[src/rtl/wb_arb.sv]
// Writeback arbiter: merges ALU, LSU and MUL/DIV results onto the single register file write port.
// Fixed priority src0 > src1 > src2, with a per-source starvation override. Writes to x0 are acked and dropped.
module wb_arb #(
  parameter int XLEN         = 64,
  parameter int STARVE_LIMIT = 4
) (
  input  logic            clk,
  input  logic            rst,
  input  logic            s0_valid,
  output logic            s0_ready,
  input  logic [4:0]      s0_dst,
  input  logic [XLEN-1:0] s0_data,
  input  logic            s1_valid,
  output logic            s1_ready,
  input  logic [4:0]      s1_dst,
  input  logic [XLEN-1:0] s1_data,
  input  logic            s2_valid,
  output logic            s2_ready,
  input  logic [4:0]      s2_dst,
  input  logic [XLEN-1:0] s2_data,
  output logic            rf_wen,
  output logic [4:0]      rf_wdst,
  output logic [XLEN-1:0] rf_wdata
);

  localparam int WW = (STARVE_LIMIT < 1) ? 1 : $clog2(STARVE_LIMIT + 1);
  localparam logic [WW-1:0] LIMIT = WW'(STARVE_LIMIT);

  // Handshake: a transfer occurs when sN_valid & sN_ready on a rising clk edge.
  // sN_ready is combinational; a source holds valid/dst/data until accepted.
  logic [2:0]      valid;
  logic [2:0]      req;
  logic [2:0]      starv;
  logic [2:0]      grant;
  logic [2:0]      x0;
  logic [4:0]      dst      [3];
  logic [XLEN-1:0] data     [3];
  logic [WW-1:0]   wait_cnt [3];
  logic [4:0]      sel_dst;
  logic [XLEN-1:0] sel_data;

  assign valid   = {s2_valid, s1_valid, s0_valid};
  assign dst[0]  = s0_dst;
  assign dst[1]  = s1_dst;
  assign dst[2]  = s2_dst;
  assign data[0] = s0_data;
  assign data[1] = s1_data;
  assign data[2] = s2_data;

  always_comb begin
    req   = '0;
    starv = '0;
    x0    = '0;
    for (int i = 0; i < 3; i++) begin
      req[i]   = valid[i] & (dst[i] != 5'd0);
      x0[i]    = valid[i] & (dst[i] == 5'd0);
      starv[i] = req[i] & (wait_cnt[i] == LIMIT);
    end
  end

  // A starving source overrides normal order; among starving sources the lowest index wins.
  always_comb begin
    grant = '0;
    if (starv[0])      grant = 3'b001;
    else if (starv[1]) grant = 3'b010;
    else if (starv[2]) grant = 3'b100;
    else if (req[0])   grant = 3'b001;
    else if (req[1])   grant = 3'b010;
    else if (req[2])   grant = 3'b100;
  end

  assign s0_ready = !rst & (grant[0] | x0[0]);
  assign s1_ready = !rst & (grant[1] | x0[1]);
  assign s2_ready = !rst & (grant[2] | x0[2]);

  always_comb begin
    sel_dst  = dst[0];
    sel_data = data[0];
    if (grant[1]) begin
      sel_dst  = dst[1];
      sel_data = data[1];
    end else if (grant[2]) begin
      sel_dst  = dst[2];
      sel_data = data[2];
    end
  end

  // Counts consecutive lost cycles; any cycle without a real request restarts the count.
  always_ff @(posedge clk or posedge rst) begin
    if (rst) begin
      for (int i = 0; i < 3; i++) wait_cnt[i] <= '0;
    end else begin
      for (int i = 0; i < 3; i++) begin
        if (grant[i] | !req[i])
          wait_cnt[i] <= '0;
        else if (wait_cnt[i] != LIMIT)
          wait_cnt[i] <= wait_cnt[i] + 1'b1;
      end
    end
  end

  always_ff @(posedge clk or posedge rst) begin
    if (rst) begin
      rf_wen   <= 1'b0;
      rf_wdst  <= 5'd0;
      rf_wdata <= '0;
    end else begin
      rf_wen <= |grant;
      if (|grant) begin
        rf_wdst  <= sel_dst;
        rf_wdata <= sel_data;
      end
    end
  end

endmodule

[config.mk]
export PLATFORM = sky130hd
export DESIGN_NAME = wb_arb
export DESIGN_NICKNAME = d
export VERILOG_FILES = /design/src/rtl/wb_arb.sv
export SDC_FILE = /design/constraint.sdc
export NUM_CORES = 1
export LEC_CHECK = 0
export CORE_MARGIN = 2
export CORE_UTILIZATION = 37
export CTS_CLUSTER_DIAMETER = 100
export DETAILED_ROUTE_END_ITERATION = 8
export MAX_ROUTING_LAYER = met4
export PLACE_DENSITY = 0.81
export SLEW_MARGIN = 30
export SYNTH_ARGS = -nofsm -noshare
export SYNTH_HDL_FRONTEND = slang
export SYNTH_SLANG_ARGS = --single-unit
export TNS_END_PERCENT = 1
[constraint.sdc]
create_clock -name clk -period 4.4 [get_ports clk]
set_clock_uncertainty 0.15 [all_clocks]
set_input_delay 0.88 -clock clk [delete_from_list [all_inputs] [get_ports clk]]
set_output_delay 0.88 -clock clk [all_outputs]
set_load 0.03 [all_outputs]
==> impl_metrics.ini <==
[outcome]
status = finished clean

[synth]
synth_edf_count = 0
yosys.area_share.simple_pct = 9.448
synth-compound-area-share_pct = 18.76
syn_inst = 453
synth_cell_type_count = 33
synth_flop_cell = dfrtp_1
synth_xor_xnor_area_share_pct = 0.3845
async_flop_share_pct = 100.0
synthAdderAreaFrac_pct = 1.648
yosysWarnings = 0
synth_mux_area_share_pct = 15.16
syn_nets = 671
synth_top_family_by_area = compound AO/OA/AOI/OAI gates
postSynthAreaPerCell_um2 = 10.06
syn_area_mm2 = 0.004556
seq_area_frac_synth_pct = 43.39
ys_ff_latch = 79

[flow_run]
maxCapViolations = 0

[critical_path]
start_kind = input pin
cp_max_fo = 8
rr_startpoint = wait_cnt[3]
critPathMostFrequentCell = o21ai_2
reg2reg_depth = 8
slowest_stage = or4_1
end_kind = output pin
critPathKind = input pin to output pin
crit_start = s0_dst[1]
reg2reg_slack_ps = 1470
worstPathRequired_ps = 3370
timing.rr.end = rf_wdata[9]
endpoint = s1_ready
cp_slowest_stage_delay_ps = 610
critical_path.cell_chain = clkdlybuf4s50_1, or4_1, o21ai_2, o21ai_2, nand2_1, o211a_1, buf_12
critPathArrivalTime_ps = 3010

[die]
core_area_mm2 = 0.01201
die_width_um = 115.0
row_count = 40
die_y_um = 115.0
dieArea_mm2 = 0.01322
start_util_pct = 37.93
pin_count = 285

[drt]
vias = 4562
wl_met1_um = 5794
routed_wl_um = 14840
firstDrtPassIters = 4
met3WireLength_um = 1019
vias_per_cell = 5.196
drc = 0
drtIter0Drc = 210
met2WireLength_um = 7705
post_drt_wl_per_cell_um = 16.90
topRoutingLayerUsed = met4
ant_nets = 0

[timing]
drv_slew = 0
post-route-period-util_pct = 91.84
rsz0062_at_grt = no
worst_pin_slew_ps = 617.1
hold_violations = 0
post-route-min-period_ps = 4041
fmax_mhz = 247.5
relSlewSlack_pct = 58.71
setup_viol = 0
tns_ps = 0

[finish]
multi_input_area_mm2 = 0.002096
n_fill_cell = 951
drive_above_1_share_pct = 6.430
syn_to_final_growth_pct = 70.61
antennaDiodeCount = 0
final_common_cell = clkdlybuf4s50_1
seqCellArea_mm2 = 0.001977
nNetsFinal = 944
layout_common_cells = clkdlybuf4s50_1, dfrtp_1, inv_1, nor2_1, mux2i_1
final_util_pct = 64.71

[pwr]
power_frac_clock_pct = 28.6
p_comb_share_pct = 34.5
seq_power_share_pct = 36.8
p_int_w = 0.001607
leakage_nw = 3.610
swShare_pct = 31.46
max-vdd-ir-drop_uv = 159.4
power.density_mw_per_mm2 = 301.6
p_switching_w = 0.0007376

[cts]
cts_buffers = 9
cts_resized = 0
clock_sinks = 79
ctsHoldBuffers = 0
clkLatencyLatePin_ps = 320
cts_tree = built
clkTransAtPathRegs_ps = 60
clockBufferDepth = 2
root_buffer = clkbuf_16
h-tree-depth = 3
postCtsSetupBuffers = 0

[global_routing]
antenna_found_initial = 0
grt_overflow = 0
grt_util_all_layers_pct = 23.09
grt_max_degree = 73
grt_pass1_wl_um = 23290
grt_pass1_vias = 4776

[place]
io_buffer_count = 284
finalWeightedCongestion = 0.7897
hpwl_um = 11340

[min_path]
min_path_type = register to register
metal layers:
layer  up-vias  global-route usage (%)
met5         -                       -
met4         0                   8.594
met3        29                   4.692
met2       199                   40.35
met1      2181                   26.06
li1       2153                       -
cells in the mapped netlist (3+ instances only):
cell      instances  area share [%]
nor2_1           72             5.9
nand4_1           3            0.41
ha_1              6             1.6
a221oi_1         59              11
clkbuf_1         17             1.4
buf_6             4            0.99
inv_1            77             6.3
nand2_1           8            0.66
nor3_1            5            0.55
a221oi_2         10             3.3
buf_8             6             2.0
nand3_1           4            0.44
mux2i_1          69              15
dfrtp_1          79              43
a21oi_1           6            0.66
cells by family after synthesis:
group,Yosys count
fa+ha+maj,6
simple gates,100
compound gates,90
buf+inv,107
mux,69
flops,79
xor+xnor,2
area by class of cell:
type | count | area share [%]
tap | 147 | 2.366
multi-input combinational | 267 | 26.96
timing repair buffer | 292 | 38.06
clock inverter | 5 | 0.4507
sequential | 79 | 25.43
clock buffer | 11 | 2.994
inverter | 77 | 3.735
registers in the layout, indices dropped and copies added, names as in the netlist:
| signal | flops |
|---|---|
| wait_cnt | 9 |
| rf_wdata | 64 |
| rf_wdst | 5 |
| rf_wen | 1 |
power by group through the flow:
stage                     registers (W)  logic [W]  clock network (W)
after detailed placement       0.000875   0.000816                  0
after global placement         0.000872   0.000801                  0
final                          0.000863   0.000809           0.000672
after floorplan                 0.00104   0.000228                  0
after CTS                      0.000864   0.000818           0.000694
after global routing           0.000875   0.000861           0.000729
worst min path at each step:
stage / end / depth (start not counted) / from
final: wait_cnt[6] / 1 / wait_cnt[6]
after global routing: wait_cnt[6] / 1 / wait_cnt[6]
after CTS: wait_cnt[6] / 1 / wait_cnt[6]
after detailed placement: wait_cnt[6] / 1 / wait_cnt[6]
after global placement: wait_cnt[6] / 1 / wait_cnt[6]
after floorplan: wait_cnt[6] / 1 / wait_cnt[6]
through the flow:
step	hold WS, ps	instance area, µm²	cells	worst slack, ps	power, W
floorplan	289.8	4556	453	319.2	0.001263
global placement	299.5	7505	862	416.0	0.001673
detailed placement	314.3	7505	862	367.1	0.001690
CTS	320.1	7772	878	370.2	0.002376
global route	339.0	7772	878	272.3	0.002464
finish	318.0	7772	878	358.9	0.002344
worst max-delay path: cells and delay by family:
kind	cells	cell delay (ps)
compound gates	3	820
buf+inv	2	550
simple gates	2	750
No activity file was read; power rests on OpenSTA's default activity.
